**src/rtl/alu_pkg.sv**
```systemverilog
// Shared definitions for the EX/ID arithmetic block: datapath width, ALU opcodes
// and the signed-overflow helper used when ALU_OVERFLOW_EN is defined.
package alu_pkg;

  localparam int WIDTH = 32;

  typedef logic [1:0] alu_op_t;

  localparam alu_op_t ALU_ADD = 2'b00;
  localparam alu_op_t ALU_SUB = 2'b01;
  localparam alu_op_t ALU_AND = 2'b10;
  localparam alu_op_t ALU_OR  = 2'b11;

  // SUB is ADD with B's sign inverted; overflow when effective signs agree and result flips.
  function automatic logic signedOverflow(input logic aSign, input logic bSign,
                                          input logic rSign, input logic isSub);
    logic bEffSign;
    bEffSign = bSign ^ isSub;
    return (aSign == bEffSign) && (rSign != aSign);
  endfunction

endpackage

```
**src/rtl/wrap_adder.sv**
```systemverilog
// Plain WIDTH-bit unsigned adder; carry-out is dropped so the sum wraps.
module wrap_adder #(
  parameter int WIDTH = 32
) (
  input  logic [WIDTH-1:0] a,
  input  logic [WIDTH-1:0] b,
  output logic [WIDTH-1:0] sum
);

  assign sum = a + b;

endmodule

```
**src/rtl/alu_adder_comparator.sv**
```systemverilog
// EX ALU with registered EX/MEM capture, IF PC+1 adder, ID branch-target adder and
// ID equality comparator. Optional signed overflow outputs under macro ALU_OVERFLOW_EN.
module alu_adder_comparator
  import alu_pkg::*;
#(
  parameter int WIDTH   = alu_pkg::WIDTH,
  parameter int PC_STEP = 1
) (
  input  logic             clk,
  input  logic             rst,
  input  logic [WIDTH-1:0] operand1,
  input  logic [WIDTH-1:0] operand2,
  input  logic [1:0]       alu_control,
  output logic [WIDTH-1:0] alu_result,
  output logic             zero,
  input  logic             ex_hold,
  output logic [WIDTH-1:0] alu_result_q,
  output logic             zero_q,
  input  logic [WIDTH-1:0] pc_in,
  output logic [WIDTH-1:0] pc_plus_one,
  input  logic [WIDTH-1:0] pc_plus_one_id,
  input  logic [WIDTH-1:0] offset_ext,
  output logic [WIDTH-1:0] branch_address,
  input  logic [WIDTH-1:0] cmp_a,
  input  logic [WIDTH-1:0] cmp_b,
  input  logic             branch,
  output logic             equal_flag,
  output logic             branch_taken
`ifdef ALU_OVERFLOW_EN
  ,
  output logic             overflow,
  output logic             overflow_q
`endif
);

  localparam logic [WIDTH-1:0] PC_STEP_W = WIDTH'(PC_STEP);

  alu_op_t          aluOp;
  logic [WIDTH-1:0] aluResultS;
  logic [1:0]       rstSyncR;
  logic             rstInt;

  assign aluOp = alu_op_t'(alu_control);

  // ALU datapath: all four operations wrap modulo 2^WIDTH.
  always_comb begin
    aluResultS = {WIDTH{1'b0}};
    case (aluOp)
      ALU_ADD: aluResultS = operand1 + operand2;
      ALU_SUB: aluResultS = operand1 - operand2;
      ALU_AND: aluResultS = operand1 & operand2;
      ALU_OR:  aluResultS = operand1 | operand2;
      default: aluResultS = {WIDTH{1'b0}};
    endcase
  end

  assign alu_result = aluResultS;
  assign zero       = ~|aluResultS;

  wrap_adder #(.WIDTH(WIDTH)) pcIncAdder (
    .a   (pc_in),
    .b   (PC_STEP_W),
    .sum (pc_plus_one)
  );

  // Word-addressed memory: the offset is added unshifted.
  wrap_adder #(.WIDTH(WIDTH)) branchTgtAdder (
    .a   (pc_plus_one_id),
    .b   (offset_ext),
    .sum (branch_address)
  );

  assign equal_flag   = (cmp_a == cmp_b);
  assign branch_taken = branch & equal_flag;

  // Reset bridge: asserts immediately, releases two clock edges after rst drops.
  always_ff @(posedge clk or posedge rst) begin
    if (rst) begin
      rstSyncR <= 2'b11;
    end else begin
      rstSyncR <= {rstSyncR[0], 1'b0};
    end
  end

  assign rstInt = rstSyncR[1];

  // EX/MEM capture of result and zero flag; ex_hold freezes, reset overrides hold.
  always_ff @(posedge clk or posedge rstInt) begin
    if (rstInt) begin
      alu_result_q <= {WIDTH{1'b0}};
      zero_q       <= 1'b0;
    end else if (!ex_hold) begin
      alu_result_q <= aluResultS;
      zero_q       <= zero;
    end else begin
      alu_result_q <= alu_result_q;
      zero_q       <= zero_q;
    end
  end

`ifdef ALU_OVERFLOW_EN
  logic overflowS;

  // Signed overflow only has meaning for the arithmetic ops.
  always_comb begin
    overflowS = 1'b0;
    case (aluOp)
      ALU_ADD: overflowS = signedOverflow(operand1[WIDTH-1], operand2[WIDTH-1],
                                          aluResultS[WIDTH-1], 1'b0);
      ALU_SUB: overflowS = signedOverflow(operand1[WIDTH-1], operand2[WIDTH-1],
                                          aluResultS[WIDTH-1], 1'b1);
      default: overflowS = 1'b0;
    endcase
  end

  assign overflow = overflowS;

  // Overflow capture follows the same reset/hold rules as the result register.
  always_ff @(posedge clk or posedge rstInt) begin
    if (rstInt) begin
      overflow_q <= 1'b0;
    end else if (!ex_hold) begin
      overflow_q <= overflowS;
    end else begin
      overflow_q <= overflow_q;
    end
  end
`endif

endmodule

```
**config.mk**
```make
export PLATFORM = sky130hd
export DESIGN_NAME = alu_adder_comparator
export DESIGN_NICKNAME = d
export VERILOG_FILES = /design/src/rtl/alu_pkg.sv /design/src/rtl/wrap_adder.sv /design/src/rtl/alu_adder_comparator.sv
export SDC_FILE = /design/constraint.sdc
export NUM_CORES = 1
export LEC_CHECK = 0
export ABC_CLOCK_PERIOD_IN_PS = 12200
export BUFFER_PORTS_ARGS = -buffer_cell sky130_fd_sc_hd__buf_2
export CORE_AREA = 2 2 140 142
export CTS_BUF_LIST = sky130_fd_sc_hd__clkbuf_16
export CTS_CLUSTER_DIAMETER = 40
export DETAILED_ROUTE_END_ITERATION = 10
export DIE_AREA = 0 0 142 144
export GPL_ROUTABILITY_DRIVEN = 0
export GPL_TIMING_DRIVEN = 0
export HOLD_SLACK_MARGIN = 0.15
export PLACE_DENSITY = 0.74
export SLEW_MARGIN = 20
export SYNTH_ARGS = -nofsm -noshare
export SYNTH_HDL_FRONTEND = slang
export SYNTH_HIERARCHICAL = 1
export SYNTH_SLANG_ARGS = --single-unit
```
**constraint.sdc**
```tcl
create_clock -name clk -period 12.2 [get_ports clk]
set_clock_uncertainty 0.15 [all_clocks]
set_input_delay 0.61 -clock clk [delete_from_list [all_inputs] [get_ports clk]]
set_output_delay 0.61 -clock clk [all_outputs]
set_load 0.05 [all_outputs]
```
# == After elaboration in Yosys (flattened, before gate mapping) ==
# Index checks and enable logic that the tools add are counted.
# W data, S select, Z words.
# totals
ff_bits,35
in_bits,230
elab_cells,18
# op_classes
eq_ne,4
reduce_logical,3
muxes,1
bitwise,3
add_sub_neg,4
# ops
operator,count
$pmux W32 S4,1
$add A32 B32 Y32,2
$add A32 B1 Y32 const B,1
$and A32 B32 Y32,1
$eq A32 B32 Y1,1
$or A32 B32 Y32,1
$reduce_or A32 Y1,1
$sub A32 B32 Y32,1
$eq A2 B2 Y1 const B,2
$eq A2 B1 Y1 const B,1
$logic_not A2 Y1,1
$and A1 B1 Y1,1
$logic_not A1 Y1,1

# == Longest topological paths before layout ==
# depth
word_depth,4
mapped_depth,20
depth_no_buf,20

# == Cells and area by module ==
# Netlist, hierarchy kept.
# modules_own_cells
module,instances,seq_area_each_um2,cells_each,area_per_inst_um2
alu_adder_comparator,1,878.3,627,4973.5
wrap_adder (pcIncAdder),1,0.0,236,1725.4
wrap_adder (branchTgtAdder),1,0.0,232,1720.4

# == Worst setup path before layout ==
# No wires, ideal clock.
# synth_path
path_type,input-to-output
from,in alu_control[0]
to,out zero
slack_ps,5037
path_stages,20
arrival_ps,6403
cell_sequence,buf_2 buf_1 clkbuf_1 clkbuf_1 nor2b_1 clkbuf_1 a21oi_1 xnor2_1 ha_1 clkbuf_1 nand2_1 o21ai_0 nor3b_1 o31a_1 a21oi_1 a31o_2 xnor2_1 o21ai_0 or4_1 nor3_1
# synth_between
elab_chain_len,4
# synth_rtl
item,line,rtl
from (decl),alu_adder_comparator.sv:13,"input logic [1:0] alu_control,"
"$eq A2 B2 Y1, or another cell as far along",alu_adder_comparator.sv:48,case (aluOp)
$pmux W32 S4 (*),alu_adder_comparator.sv:48,
named net alu_result[29],alu_adder_comparator.sv:14,"output logic [WIDTH-1:0] alu_result,"
$reduce_or A32 Y1 (*),alu_adder_comparator.sv:58,assign zero = ~|aluResultS;
$logic_not A1 Y1 (*),alu_adder_comparator.sv:58,
to (decl),alu_adder_comparator.sv:15,"output logic zero,"
# Mark *: on every way through the listed nets, which the timed path passes. The rest lies on a longest branch.

# == Worst setup path after layout ==
# layout_path
from,in alu_control[0]
to,out zero
# layout_between
elab_chain_len,4
# layout_rtl
item,line
"$eq A2 B2 Y1, or another cell as far along",alu_adder_comparator.sv:48
$pmux W32 S4 (*),alu_adder_comparator.sv:48
$reduce_or A32 Y1 (*),alu_adder_comparator.sv:58
$logic_not A1 Y1 (*),alu_adder_comparator.sv:58
# Every way passes the cells marked *; elsewhere a longest branch is shown, timed or not.

==> metrics <==
Yosys top cell area share 0.1427; Routed WL per cell 16.70 um; post_cts resized 0; CP dominant cell by count clkbuf_1; XOR/XNOR Fraction of Synth Area 0.1529; Post-synth EDFFs 0; Worst Path Arrival 7180 ps; port buffer count 359; Mapped Area 0.008419 mm2; worst r2r path cells 1; Fin. Hold Viols 0; CP Class in -> out; Startpoint Class input pin; status finished clean; GR Util All Layers 0.2668; Post-Synthesis Cells 1095; setup ws final 4265 ps; pin count of the biggest net entering global routing 34; post-synth cell types 88; HP Class in -> async; post-synthesis simple-gate area fraction 0.1987; DR vias 10014; #FFs+latches synth 35; # rows 51; r2r startpoint rstSyncR[1]; Worst Path Required 11440 ps; Pwr Total 1.251 mW; Worst-Margin Slew 844.2 ps; Via-to-Cell Ratio 5.765; Adder-Cell Fraction of Synth Area 0.1760; hold_buf cts 0; drc violations 0; area of the die 0.02045 mm2; vias in the first global route 9293; post-synth top area cell ha_1; GR Overflow Total 0; Leak 5.232 nW; Fmax achieved 126.0 MHz; post-CTS setup buffers 0; PwrDens 115.7 mW/mm2; Clock Pin Slew Worst Setup and Hold Paths 50 ps; post-DP HPWL 24.53 mm; P&R area growth vs syn 28.46%; Final Non-Filler Cells 1737; I/O pin cnt 362; GRT Max-Usage Layer met2; M2 GR Usage 0.4727; Die H 144 um; part of the Yosys area used for sequential elements 0.1043; Post-Route WL 29.01 mm; Initial Util 0.4413; CTS max path bufs 2; Final period util 0.6504; CP Buf/Inv Count 8; Clock Sinks 35; CP max stage delay 630 ps; Synth Area in Compound Gates 0.2841; mean post-synth cell area 7.689 um2; worst skew pair latency 280 ps; largest delay contributor family on the critical path buffers and inverters; Synth area leaders ha_1 14%, dfrtp_1 9.8%, xor2_1 8.9%, xnor2_1 6.3%, a21oi_1 5.9%; core area 0.01908 mm2; max-cap viol count 0; Die W 142 um; proportion of synthesized area in mux cells 0.04414; TritonCTS Buffers 5; flop2flop setup slack 11220 ps; slowest CP cell or4_1; Max Slew Vio Count 0; met3 GRT Util 0.03841; unrepaired setup endpoints after global routing false; met1 Usage GRT 0.3300; final setup TNS 0 ps; nets 1822; Main synth FF type dfrtp_1; asr flop ratio synth 1.000; root buf cell clkbuf_16; main combinational cell family by area after synthesis compound AO/OA/AOI/OAI gates; worst r2r dst alu_result_q[21]; Peak VDD IR 0.00008044 V; antenna viol nets, final 0; number of DRC markers in iteration 0 543; # setup viols final 0; Place WS 4424 ps; fraction of layout cells with a size suffix above 1 0.3005; Crit. End Element output port; Placed Instances 1724; worst-path cell chain buf_2 > buf_2 > buf_1 > clkbuf_1 > clkbuf_1 > nor2b_1 > clkbuf_1 > a21oi_1 > xnor2_1 > ha_1 > clkbuf_1 > nand2_1 > o21ai_0 > nor3b_1 > o31a_1 > a21oi_1 > a31o_2 > xnor2_1 > o21ai_0 > or4_1 > nor3_1 > buf_2; first-pass GRT wire length 44.77 mm; DRT Pass-1 Iters 5; Max transition margin 0.4324; Final min period 7935 ps; antenna violations before repair 5; CTS tree done; CTS H-tree lvls 2; Ys Warns 6; Worst Path Max Fanout 10
placed cells by master (no fill, tap or decap), types with 19 or more instances in the layout:
cell type and count:
xor2_1 86, ha_1 96, dfrtp_1 33, nor2_1 80, a21o_1 34, o21ai_0 81, a21oi_1 100, xnor2_1 61
mux2_2 28, clkbuf_1 35, conb_1 34, maj3_1 22, nand2_1 98, nand3_1 19, inv_1 29, buf_2 365
nand4_1 22
flip-flops by register name (all words and copies together), names as in the netlist:
name / cells
alu_result_q: 32
rstSyncR: 2
zero_q: 1
report_power, final:
part | leakage [nW] | switching (mW) | internal (mW) | total [mW]
clock | 0.0838 | 0.0496 | 0.0963 | 0.146
combinational | 4.73 | 0.668 | 0.283 | 0.951
sequential | 0.415 | 0.0130 | 0.142 | 0.155
total | 5.23 | 0.731 | 0.520 | 1.25
worst max-delay path by stage:
stage,start,depth (start not counted),end,slack (ps)
4_1_cts,alu_control[0],22,zero,4410
5_1_grt,alu_control[0],22,zero,3890
2_1_floorplan,alu_control[0],20,zero,5040
3_3_place_gp,alu_control[0],22,zero,4410
3_5_place_dp,alu_control[0],22,zero,4420
6_report,alu_control[0],22,zero,4260
cells in the mapped netlist, drive strengths merged (6+ instances only):
| cell | n |
|---|---|
| ha | 96 |
| mux2 | 30 |
| a31oi | 14 |
| nand2b | 11 |
| nand4 | 22 |
| o41ai | 6 |
| nor2 | 81 |
| xnor2 | 61 |
| a31o | 8 |
| nor2b | 11 |
| nor3 | 19 |
| a21o | 34 |
| o21a | 14 |
| o211ai | 11 |
| and2 | 10 |
| and3 | 14 |
| a211oi | 9 |
| xor2 | 86 |
| a21oi | 100 |
| o21ai | 82 |
| clkbuf | 36 |
| or4 | 6 |
| maj3 | 22 |
| o31ai | 13 |
| o21bai | 7 |
| nand2 | 98 |
| inv | 30 |
| nor4 | 15 |
| nand3 | 19 |
| a311oi | 8 |
| buf | 12 |
| dfrtp | 33 |
layout make-up:
cell class	count	area [um2]
fillers	1801	8264
multi-input cells	1014	7333
repair buffers	359	1797
flip-flops and latches	35	878.3
well taps	238	297.8
plain buffers	48	215.2
clock buffers	5	125.1
inverters	30	112.6
clock inverters	3	43.79
diodes	5	12.51
stage by stage:
stage,utilization,area (um2),hold WS (ps)
floorplan,-,8539,195.2
global placement,0.5573,10630,196.2
detailed placement,0.5573,10630,197.6
CTS,0.5662,10800,201.4
global route,0.5667,10810,208.0
finish,0.5669,10820,201.8
routing by layer:
layer	vias up	share of wire
li1	4838	-
met1	4540	0.40
met2	555	0.48
met3	81	0.088
met4	0	0.031
met5	-	0
cells by family after synthesis:
| kind of cell | after synthesis |
|---|---|
| AO/OA/AOI/OAI | 352 |
| AND/OR/NAND/NOR | 327 |
| XOR/XNOR | 147 |
| adder cells (fa/ha/maj) | 121 |
| buffers and inverters | 78 |
| flip-flops | 35 |
| multiplexers | 33 |
| other | 2 |
Note: power is estimated with default switching activity, not from simulation.
